**config.mk**
```make
export PLATFORM = sky130hd
export DESIGN_NAME = invader_fleet_ctrl
export DESIGN_NICKNAME = d
export VERILOG_FILES = /design/src/rtl/invader_fleet_ctrl_pkg.sv /design/src/rtl/invader_fleet_ctrl_popcount.sv /design/src/rtl/invader_fleet_ctrl.sv
export SDC_FILE = /design/constraint.sdc
export NUM_CORES = 1
export LEC_CHECK = 0
export ABC_AREA = 1
export BUFFER_PORTS_ARGS = -buffer_cell sky130_fd_sc_hd__buf_2
export CAP_MARGIN = 15
export CELL_PAD_IN_SITES_DETAIL_PLACEMENT = 0
export CELL_PAD_IN_SITES_GLOBAL_PLACEMENT = 1
export CORE_ASPECT_RATIO = 1.2
export CORE_MARGIN = 2
export CORE_UTILIZATION = 44
export CTS_BUF_LIST = sky130_fd_sc_hd__clkbuf_16
export DETAILED_ROUTE_END_ITERATION = 6
export PLACE_DENSITY_LB_ADDON = 0.1
export REMOVE_ABC_BUFFERS = 1
export SLEW_MARGIN = 0
export SYNTH_ARGS = -nofsm -noshare
export SYNTH_HDL_FRONTEND = slang
export SYNTH_SLANG_ARGS = --single-unit
```
**constraint.sdc**
```tcl
create_clock -name clk -period 6.03 [get_ports clk]
set_input_delay 0.603 -clock clk [delete_from_list [all_inputs] [get_ports clk]]
set_output_delay 0.603 -clock clk [all_outputs]
set_load 0.02 [all_outputs]
```
**src/rtl/invader_fleet_ctrl_pkg.sv**
```systemverilog
// Shared types and constants for the invader fleet controller.
// FSM states, fleet geometry, screen limits, 12-bit edge math.
package invader_fleet_ctrl_pkg;

  localparam int COLS        = 8;
  localparam int ROWS        = 4;
  localparam int COL_PITCH   = 40;
  localparam int INV_W       = 32;
  localparam int LEFT_LIMIT  = 8;
  localparam int RIGHT_LIMIT = 620;

  typedef logic [11:0] edge_t;

  typedef enum logic [1:0] {
    IDLE,
    SCAN,
    CHECK
  } fsm_t;

  function automatic edge_t colOffset(
    input logic [2:0] col
  );
    return edge_t'(col) * edge_t'(COL_PITCH);
  endfunction

endpackage

```
**src/rtl/invader_fleet_ctrl_popcount.sv**
```systemverilog
// Registered population count of the alive mask.
// Ports: clk, resetN, bits[31:0] in; count[5:0] out (one cycle late).
module fleet_popcount (
  input  logic        clk,
  input  logic        resetN,
  input  logic [31:0] bits,
  output logic [5:0]  count
);

  logic [5:0] sum;

  always_comb begin
    sum = '0;
    for (int i = 0; i < 32; i++) begin
      sum = sum + 6'(bits[i]);
    end
  end

  always_ff @(posedge clk or negedge resetN) begin
    if (!resetN) count <= 6'd32;
    else         count <= sum;
  end

endmodule

```
**src/rtl/invader_fleet_ctrl.sv**
```systemverilog
// Invader fleet controller: alive mask, count, edge detect, chgDir.
// Ports: clk, resetN, startOfFrame, topLeftX, hit*, newWave in;
//        aliveMask, aliveCount, allDead, chgDir, movingRight out.
module invader_fleet_ctrl
  import invader_fleet_ctrl_pkg::*;
(
  input  logic        clk,
  input  logic        resetN,
  input  logic        startOfFrame,
  input  logic [10:0] topLeftX,
  input  logic        hitValid,
  input  logic [1:0]  hitRow,
  input  logic [2:0]  hitCol,
  input  logic        newWave,
  output logic [31:0] aliveMask,
  output logic [5:0]  aliveCount,
  output logic        allDead,
  output logic        chgDir,
  output logic        movingRight
);

  fsm_t        state;
  fsm_t        nextState;
  logic [2:0]  idx;
  logic [7:0]  occ;
  logic [7:0]  occNow;
  logic [10:0] curX;
  logic [10:0] prevX;
  logic [2:0]  minCol;
  logic [2:0]  maxCol;
  logic        found;
  logic        holdoff;
  logic        sample;
  logic        newRight;
  logic        edgeHit;
  logic        fire;
  edge_t       rightEdge;
  edge_t       leftEdge;

  always_ff @(posedge clk or negedge resetN) begin
    if (!resetN)            aliveMask <= '1;
    else if (newWave)       aliveMask <= '1;
    else if (hitValid)
      aliveMask[{hitRow, hitCol}] <= 1'b0;
  end

  fleet_popcount uPop (
    .clk    (clk),
    .resetN (resetN),
    .bits   (aliveMask),
    .count  (aliveCount)
  );

  assign allDead = (aliveCount == 6'd0);

  always_comb begin
    occNow = '0;
    for (int c = 0; c < COLS; c++) begin
      occNow[c] = aliveMask[c]      | aliveMask[8 + c]
                | aliveMask[16 + c] | aliveMask[24 + c];
    end
  end

  assign sample = (state == IDLE) && startOfFrame;

  always_comb begin
    newRight = movingRight;
    if (topLeftX > prevX)      newRight = 1'b1;
    else if (topLeftX < prevX) newRight = 1'b0;
  end

  assign rightEdge = edge_t'(curX) + colOffset(maxCol)
                   + edge_t'(INV_W);
  assign leftEdge  = edge_t'(curX) + colOffset(minCol);

  assign edgeHit =
    ( movingRight && rightEdge >= edge_t'(RIGHT_LIMIT)) ||
    (!movingRight && leftEdge  <= edge_t'(LEFT_LIMIT));

  assign fire = (state == CHECK) && edgeHit
             && !holdoff && (occ != 8'd0);

  always_ff @(posedge clk or negedge resetN) begin
    if (!resetN) state <= IDLE;
    else         state <= nextState;
  end

  always_comb begin
    nextState = state;
    case (state)
      IDLE:    if (startOfFrame) nextState = SCAN;
      SCAN:    if (idx == 3'd7)  nextState = CHECK;
      CHECK:   nextState = IDLE;
      default: nextState = IDLE;
    endcase
  end

  always_ff @(posedge clk or negedge resetN) begin
    if (!resetN) begin
      chgDir      <= 1'b0;
      movingRight <= 1'b1;
      holdoff     <= 1'b0;
      prevX       <= '0;
      curX        <= '0;
      minCol      <= 3'd0;
      maxCol      <= 3'd7;
      occ         <= '0;
      idx         <= '0;
      found       <= 1'b0;
    end else begin
      chgDir <= fire;
      if (sample) begin
        curX        <= topLeftX;
        prevX       <= topLeftX;
        occ         <= occNow;
        movingRight <= newRight;
        idx         <= '0;
        found       <= 1'b0;
        if (newRight != movingRight) holdoff <= 1'b0;
      end else if (state == SCAN) begin
        idx <= idx + 3'd1;
        if (occ[idx]) begin
          maxCol <= idx;
          if (!found) begin
            minCol <= idx;
            found  <= 1'b1;
          end
        end
      end
      if (fire) holdoff <= 1'b1;
    end
  end

endmodule

```
==> flow_summary.yaml, run 1 <==
cts:
  ctsHoldBuffers: 0
  ctsResizeCount: 0
  cts_max_level: 3
  cts_setup_buffers: 0
  cts.sinks: 72
  clk_pin_slew_ns: 0.06
  cts_buffers: 9
  cts-root-buf: "clkbuf_16"
  clk_path_buf_depth: 2
  cts_tree: "yes"
  clock_latency_ns: 0.34
detailed_routing:
  drtIter0Drc: 154
  num_vias: 3641
  routed_via_density: 4.99
  postRouteAntennaNets: 0
  first_pass_iters: 4
  drc: 0
  routed_wl_microns: 11000
  routedWlPerCell_microns: 15.1
sta:
  finalMaxSlewViolations: 0
  finalCritPeriodShare_pct: 83.3
  tightest_slew_ns: 0.944
  fmax_mhz: 199
  setup_viol: 0
  slew_headroom_pct: 37.0
  finalSetupTns_ns: 0
  clock_skew_ns: 0.00683
  rsz0062_at_grt: "false"
  hold_violations: 0
  min_period_ns: 5.02
worst_setup_path:
  required_ns: 6.30
  cpMostUsedCell: "fa_1"
  crit_path_max_incr_delay_ns: 0.60
  worstReg2RegStart: "aliveMask[0]"
  path_cells: "ha_1 -> inv_1 -> fa_1 -> fa_1 -> fa_1 -> inv_1 -> fa_1 -> inv_1 -> fa_1 -> fa_1 -> inv_1 -> ha_1 -> nand2_1 -> nor2_1 -> a211oi_1 -> nor2_1 -> o21a_1"
  worstRegToRegCells: 17
  start_kind: "flip-flop"
  reg2reg_setup_slack_ns: 1.01
  r2r-end: "uPop.count[5]"
  arrival_ns: 5.29
  crit_path_top_delay_cell: "fa_1"
  end_kind: "flip-flop"
  cp_max_fo: 4
  path_class: "flip-flop to flip-flop"
placed_design:
  place.gp.congestion: 0.819
  hpwl_microns: 8560
  io_buffers: 61
floorplan:
  core.rowCount: 41
  start_util_pct: 44.5
  die_y_microns: 116
  coreArea_sq_mm: 0.0104
  die_area_sq_mm: 0.0114
  die_w_microns: 97.7
  io_pins: 62
cells_and_area:
  areaGrowthSynthToFinish_pct: 16.8
  post-route-util_pct: 52.0
  antenna_cells: 0
  final_nets: 688
  drive_gt1_share_pct: 21.1
  num-fill-cells: 1038
logic_synthesis:
  avgSynthCellArea_sq_um: 8.77
  yosysTopAreaCell: "dfstp_2"
  synth.area.top_cells: "dfstp_2 (21%), dfrtp_1 (19%), ha_1 (12%)"
  ys_seq_area_share_pct: 39.9
  synth_warnings: 0
  synthCells: 529
  synth-seq-cells: 72
  yosysTopAreaCellShare_pct: 21.0
  synth_ff_type: "dfstp_2"
  synth_area_sq_mm: 0.00464
  async_reset_ff_share_pct: 100
  ys_types: 28
  synth-edff-count: 0
global_routing:
  grt_max_degree: 73
  grt_pass1_wl_microns: 18800
  antenna_found_initial: 0
  grt_pass1_vias: 3826
  overflow: 0
  grt_usage_pct: 21.3
pwr:
  leakagePower_nw: 2.82
  sw_frac_of_total_pct: 40.3
  finalPower_mw: 2.31
  pwr-share-clk_pct: 25.1
  power_frac_seq_pct: 31.8
  switching_power_mw: 0.930
  powerDensity_mw_per_mm2: 426
  internal-power_mw: 1.38
  vdd_drop_max_uv: 199
  pwr-share-comb_pct: 43.1
min_path:
  hold_end: "state[1]"
  holdPathStages: 1
  min_from: "state[1]"
  hold_path_class: "flip-flop to flip-flop"
run:
  cap_viol_max_count: 0
status:
  status: "completed"
through the flow:
stage | cell area [sq um] | hold WS, ns | worst slack (ns) | cells
detailed placement | 5090 | 0.452 | 0.993 | 714
global placement | 5090 | 0.434 | 1.05 | 714
global route | 5420 | 0.484 | 0.765 | 730
floorplan | 4600 | 0.307 | 1.12 | 522
finish | 5420 | 0.454 | 1.01 | 730
CTS | 5420 | 0.461 | 0.981 | 730
worst max-delay path: cells and delay by family (launching register included):
family                     cells  cell delay (ns)
adders and majority gates      8             3.53
buffers and inverters          4             0.23
AOI/OAI and AO/OA              2             0.46
and+or+nand+nor                3             0.18
DFF                            1             0.55
sequential cells by signal (all words and copies together), names as in the netlist:
| register | flops |
|---|---|
| aliveMask | 32 |
| uPop.count | 6 |
| found | 1 |
| prevX | 11 |
| holdoff | 1 |
| minCol | 3 |
| state | 2 |
| movingRight | 1 |
| chgDir | 1 |
| occ | 8 |
| maxCol | 3 |
| idx | 3 |
metal layers:
metal  vias to the layer above  global-route usage [%]  part of all wire [%]
met1                      1745                    23.1                    39
met4                         0                    8.24                   2.2
li1                       1825                       -                     -
met3                        14                    3.59                   2.7
met2                        57                    41.7                    56
met5                         -                       0                     0
cell usage in the layout (no fill, tap or decap), types with 2 or more instances in the layout:
cell type / n
dfrtp_1: 35
nand3_1: 21
nand4_1: 5
nand3b_1: 3
buf_2: 61
clkbuf_16: 11
nor2_1: 18
xor2_1: 2
a21oi_1: 13
ha_1: 45
dfstp_2: 37
nor3_1: 2
fa_1: 26
buf_4: 2
o21ai_1: 31
o41ai_1: 8
inv_1: 99
nand2_1: 119
o21ai_0: 40
inv_2: 9
nand2_2: 2
synth_stat cells, types with 2 or more instances:
master,number
dfstp_2,37
o21ai_0,40
nand4_1,5
nand2_2,2
nand3_1,21
nor3_1,2
clkbuf_1,4
ha_1,45
fa_1,26
inv_1,98
o41ai_1,8
a21oi_1,13
inv_2,9
o21ai_1,31
xor2_1,2
buf_2,2
nor2_1,19
dfrtp_1,35
nand3b_1,3
nand2_1,119
kinds of logic (layout without fill, tap and decap cells):
| kind of cell | after synthesis | after routing | synth area share, % |
|---|---|---|---|
| AOI/OAI and AO/OA | 96 | 96 | 11.2 |
| buffers and inverters | 114 | 186 | 9.36 |
| xor gates and xnor gates | 3 | 3 | 0.567 |
| adders and majority gates | 71 | 71 | 23.4 |
| and+or+nand+nor | 173 | 173 | 15.6 |
| DFF | 72 | 72 | 39.9 |
cell type report:
| cell class | instances | area (sq um) | area share, % |
|---|---|---|---|
| Clock buffer | 11 | 275 | 5.08 |
| Clock inverter | 5 | 51.3 | 0.947 |
| Inverter | 107 | 402 | 7.42 |
| Multi-Input combinational cell | 343 | 2360 | 43.5 |
| Sequential cell | 72 | 1850 | 34.1 |
| Tap cell | 129 | 161 | 2.98 |
| Timing Repair Buffer | 63 | 320 | 5.91 |
power groups by stage:
stage,Combinational [mW],Sequential [mW],Clock (mW)
2_1_floorplan,0.747,0.738,0
3_3_place_gp,0.992,0.746,0
3_5_place_dp,1.01,0.748,0
4_1_cts,1.02,0.742,0.592
5_1_grt,1.18,0.756,0.608
6_report,0.995,0.735,0.579
worst max-delay path by stage:
stage | start | to | slack [ns] | depth (start not counted)
after global routing | aliveMask[1] | uPop.count[5] | 0.77 | 17
after floorplan | aliveMask[0] | uPop.count[5] | 1.12 | 17
after detailed placement | aliveMask[1] | uPop.count[5] | 0.99 | 17
after global placement | aliveMask[0] | uPop.count[5] | 1.05 | 17
after CTS | aliveMask[0] | uPop.count[5] | 0.98 | 17
final | aliveMask[0] | uPop.count[5] | 1.01 | 17
Note: power is estimated with default switching activity, not from simulation.
==> run 2, diff against run 1 <==
clock period = 4.65 ns   (was 6.03 ns; I/O delays follow)
==> flow_summary.yaml, run 2 (synthesis gave the netlist of run 1 again) <==
status:
  status: "finished with violations"
  violations: "setup timing"
cells_and_area:
  num-fill-cells: 1036
  final_nets: 703
  drive_gt1_share_pct: 25.0
  antenna_cells: 0
  layout_commonest_cell: "nand2_1"
  layout_common_cells: "nand2_1 (119), inv_1 (97), buf_2 (61)"
  largest-register: "aliveMask"
  areaGrowthSynthToFinish_pct: 19.9
  post-route-util_pct: 53.4
  multi_input_area_sq_mm: 0.00241
  largest_register_ffs: 32
  ff_latch_area_sq_mm: 0.00185
  reg_top3: "aliveMask x32, prevX x11, occ x8"
floorplan:
  core.rowCount: 41
  start_util_pct: 44.5
  coreArea_sq_mm: 0.0104
  die_w_microns: 97.7
  io_pins: 62
  die_y_microns: 116
  die_area_sq_mm: 0.0114
placed_design:
  hpwl_microns: 8990
  io_buffers: 61
  place.gp.congestion: 0.802
detailed_routing:
  postRouteAntennaNets: 0
  drc: 0
  num_vias: 3771
  routedWlPerCell_microns: 15.3
  routed_via_density: 5.06
  first_pass_iters: 4
  routed_wl_microns: 11400
  drtIter0Drc: 148
global_routing:
  antenna_found_initial: 0
  overflow: 0
  grt_pass1_vias: 4001
  grt_pass1_wl_microns: 19500
  grt_usage_pct: 22.3
  grt_max_degree: 39
worst_setup_path:
  r2r-end: "uPop.count[2]"
  cp_max_fo: 2
  crit_buf_inv: 4
  crit_path_top_delay_cell: "dfstp_2"
  end_kind: "flip-flop"
  crit_path_max_incr_delay_ns: 0.56
  worstReg2RegStart: "aliveMask[0]"
  arrival_ns: 4.96
  path_cells: "ha_4 -> inv_2 -> fa_1 -> fa_2 -> fa_1 -> fa_1 -> fa_1 -> fa_1 -> inv_1 -> fa_2 -> inv_2 -> fa_2 -> buf_6 -> xnor2_2"
  path_class: "flip-flop to flip-flop"
  cpMostUsedCell: "fa_1"
  required_ns: 4.87
  worstRegToRegCells: 14
  critical_path.top_delay_family: "adder cells"
  reg2reg_setup_slack_ns: -0.09
  start_kind: "flip-flop"
sta:
  setup_viol: 4
  finalMaxSlewViolations: 0
  clock_skew_ns: 0.00750
  slew_headroom_pct: 35.8
  min_period_ns: 4.74
  fmax_mhz: 211
  setup_slack_ns: -0.0916
  hold_violations: 0
  rsz0062_at_grt: "true"
  tightest_slew_ns: 0.962
  finalCritPeriodShare_pct: 102
min_path:
  hold_path_class: "input port to asynchronous set/reset pin"
cts:
  cts.sinks: 72
  ctsHoldBuffers: 0
  cts_tree: "yes"
  clock_latency_ns: 0.34
  cts-root-buf: "clkbuf_16"
  clk_pin_slew_ns: 0.06
  cts_buffers: 9
  cts_max_level: 3
  clk_path_buf_depth: 2
run:
  cap_viol_max_count: 0
pwr:
  finalPower_mw: 3.00
  vdd_drop_max_uv: 211
  leakagePower_nw: 2.88
  powerDensity_mw_per_mm2: 539
## run 2: cell count changes in the layout (fill, tap and decap cells not counted), sizes merged
| cell | previous run | this run |
|---|---|---|
| clkinvlp | 1 | 0 |
| buf | 63 | 78 |
| clkinv | 1 | 3 |
| clkbuf | 11 | 10 |
## run 2: final cells by class
cell class | instances | area share [%]
clock inverter | 6 | 0.923
inverter | 107 | 7.22
multi-input combinational | 343 | 43.4
sequential | 72 | 33.2
timing repair buffer | 78 | 7.85
clock buffer | 10 | 4.50
tap | 129 | 2.90
## run 2: stage by stage
| stage | instance area (sq um) | instances | setup TNS (ns) | setup slack [ns] | hold WS, ns |
|---|---|---|---|---|---|
| after floorplan | 4600 | 522 | -0.649 | -0.265 | 0.169 |
| after global routing | 5560 | 745 | -1.13 | -0.265 | 0.287 |
| after global placement | 5200 | 729 | -0.793 | -0.251 | 0.433 |
| after CTS | 5550 | 745 | -0.420 | -0.114 | 0.244 |
| final | 5560 | 745 | -0.260 | -0.0916 | 0.218 |
| after detailed placement | 5200 | 729 | -1.03 | -0.300 | 0.442 |
## run 2: metal layers
| layer | vias up | part of all wire [%] | GRT usage, % |
|---|---|---|---|
| li1 | 1857 | - | - |
| met1 | 1837 | 39 | 24.2 |
| met2 | 59 | 56 | 44.0 |
| met3 | 18 | 3.0 | 4.19 |
| met4 | 0 | 1.8 | 6.94 |
| met5 | - | 0 | 0 |
## run 2: worst max path at each step
| stage | startpoint | end | slack (ns) | cells past startpoint |
|---|---|---|---|---|
| after global routing | aliveMask[0] | uPop.count[4] | -0.26 | 14 |
| final | aliveMask[0] | uPop.count[2] | -0.09 | 14 |
| after CTS | aliveMask[0] | uPop.count[5] | -0.11 | 15 |
| after floorplan | aliveMask[0] | uPop.count[5] | -0.26 | 17 |
| after global placement | aliveMask[0] | uPop.count[5] | -0.25 | 17 |
| after detailed placement | aliveMask[0] | uPop.count[5] | -0.30 | 17 |
## run 2: what timing repair did
action                                  CTS  global route
endpoints found under the setup margin    5             5
setup buffers                             0             0
pin swaps                                 9             4
hold endpoints to repair                  0             0
gates resized for setup                  13             2
gates cloned                              0             0
## run 2: power breakdown
part | internal (mW) | switching [mW] | leakage [nW]
registers | 0.812 | 0.144 | 0.816
logic | 0.529 | 0.815 | 1.91
clock network | 0.440 | 0.259 | 0.157
==> run 3, diff against run 2 <==
PLACE_DENSITY = 0.77   (was not set)
PLACE_DENSITY_LB_ADDON = not set   (was 0.1)
==> flow_summary.yaml, run 3 (synthesis gave the netlist of run 1 again) <==
sta:
  setup_viol: 4
  slew_headroom_pct: 38.1
  fmax_mhz: 211
  setup_slack_ns: -0.0961
  tightest_slew_ns: 0.928
  clock_skew_ns: 0.00615
  finalMaxSlewViolations: 0
  min_period_ns: 4.75
  finalCritPeriodShare_pct: 102
  hold_violations: 0
  fin_hold_ws_ns: 0.0421
  rsz0062_at_grt: "true"
cells_and_area:
  reg_top3: "aliveMask x32, prevX x11, occ x8"
  antenna_cells: 0
  layout_common_cells: "nand2_1 (119), inv_1 (95), buf_2 (61)"
  drive_gt1_share_pct: 25.3
  ff_latch_area_sq_mm: 0.00185
  areaGrowthSynthToFinish_pct: 19.6
  final_nets: 704
  largest-register: "aliveMask"
  largest_register_ffs: 32
  multi_input_area_sq_mm: 0.00241
  layout_commonest_cell: "nand2_1"
  num-fill-cells: 1010
global_routing:
  grt_use_met1_pct: 25.9
  overflow: 0
  grt_usage_pct: 20.4
  antenna_found_initial: 0
  grt_pass1_wl_microns: 18400
  busiest_layer: "met2"
  use_met3_pct: 3.89
  grt_max_degree: 58
  grt_pass1_vias: 3740
  met2_usage_pct: 35.6
floorplan:
  core.rowCount: 41
  die_area_sq_mm: 0.0114
  die_w_microns: 97.7
  coreArea_sq_mm: 0.0104
  start_util_pct: 44.5
  die_y_microns: 116
  io_pins: 62
worst_setup_path:
  required_ns: 4.86
  cp_max_fo: 2
  arrival_ns: 4.95
  start_kind: "flip-flop"
  end_kind: "flip-flop"
  path_class: "flip-flop to flip-flop"
cts:
  clk_pin_slew_ns: 0.06
  cts_tree: "yes"
  clock_latency_ns: 0.32
  cts.sinks: 72
  ctsHoldBuffers: 0
  cts_buffers: 9
  cts_max_level: 3
  clk_path_buf_depth: 2
  cts-root-buf: "clkbuf_16"
pwr:
  pwr-share-clk_pct: 21.3
  pwr-share-comb_pct: 46.0
  switching_power_mw: 1.19
  sw_frac_of_total_pct: 40.7
  vdd_drop_max_uv: 174
  powerDensity_mw_per_mm2: 526
  power_frac_seq_pct: 32.7
  internal-power_mw: 1.73
  leakagePower_nw: 2.87
  finalPower_mw: 2.91
min_path:
  hold_path_class: "input port to asynchronous set/reset pin"
detailed_routing:
  routed_wl_microns: 11000
  first_pass_iters: 4
  postRouteAntennaNets: 0
  num_vias: 3773
  routedWlPerCell_microns: 14.7
  drc: 0
  drtIter0Drc: 140
  routed_via_density: 5.06
placed_design:
  io_buffers: 61
  hpwl_microns: 8610
  place.gp.congestion: 0.864
status:
  violations: "setup timing"
  status: "finished with violations"
run:
  cap_viol_max_count: 0
-- run 3: changes by cell type in the layout (fill, tap and decap cells not counted), sizes merged --
cell | before | now
bufinv | 1 | 0
clkinv | 3 | 4
buf | 78 | 79
-- run 3: through the flow --
step	cell area (sq um)	util [%]	setup WS, ns	setup TNS [ns]	instances
2_1_floorplan	4600	-	-0.265	-0.649	522
3_3_place_gp	5200	49.9	-0.228	-0.717	729
3_5_place_dp	5200	49.9	-0.297	-1.02	729
4_1_cts	5510	52.9	-0.0989	-0.247	745
5_1_grt	5550	53.3	-0.232	-0.974	746
6_report	5550	53.3	-0.0961	-0.276	746
-- run 3: path summary, 6_finish.rpt --
| kind | startpoint | endpoint | slack, ns | depth (start not counted) |
|---|---|---|---|---|
| max | aliveMask[0] | uPop.count[2] | -0.1 | 15 |
| min | resetN | prevX[1] | 0.04 | 1 |
| max reg2reg | aliveMask[0] | uPop.count[2] | -0.1 | 15 |
| min reg2reg | state[1] | state[1] | 0.44 | 1 |
| max in group asynchronous | resetN | uPop.count[2] | 3.58 | 2 |
| min in group clk | topLeftX[8] | prevX[8] | 0.37 | 3 |
-- run 3: area by class of cell --
| class | instances | area share [%] |
|---|---|---|
| Multi-Input combinational cell | 343 | 43.5 |
| Sequential cell | 72 | 33.3 |
| Timing Repair Buffer | 79 | 8.08 |
| Inverter | 107 | 7.24 |
| Clock buffer | 10 | 4.51 |
| Tap cell | 129 | 2.91 |
| Clock inverter | 6 | 0.451 |
-- run 3: what timing repair did --
action                     in CTS  in global routing
pin swaps                      13                 10
setup endpoints to repair       5                  5
buffers inserted                0                  1
cloned                          0                  0
hold endpoints to repair        0                  0
gates resized for setup        10                  8
-- run 3: power groups by stage --
stage	Combinational, mW	Sequential (mW)	Clock (mW)
floorplan	0.968	0.957	0
global placement	1.29	0.961	0
detailed placement	1.31	0.964	0
CTS	1.34	0.956	0.636
global route	1.58	0.979	0.661
finish	1.34	0.952	0.621
-- run 3: critical path, cell delays in order (launching register included) --
cell,delay [ns]
dfstp_2,0.55
ha_4,0.20
inv_2,0.05
fa_2,0.45
fa_2,0.38
fa_1,0.52
inv_2,0.04
fa_2,0.52
inv_2,0.04
fa_1,0.52
fa_1,0.44
buf_4,0.16
buf_6,0.11
fa_2,0.40
buf_6,0.13
xnor2_2,0.11
-- run 3: routing by layer --
metal / vias up / part of all wire (%)
li1: 1863 / -
met3: 13 / 3.8
met2: 83 / 50
met1: 1814 / 44
met5: - / 0
met4: 0 / 1.6
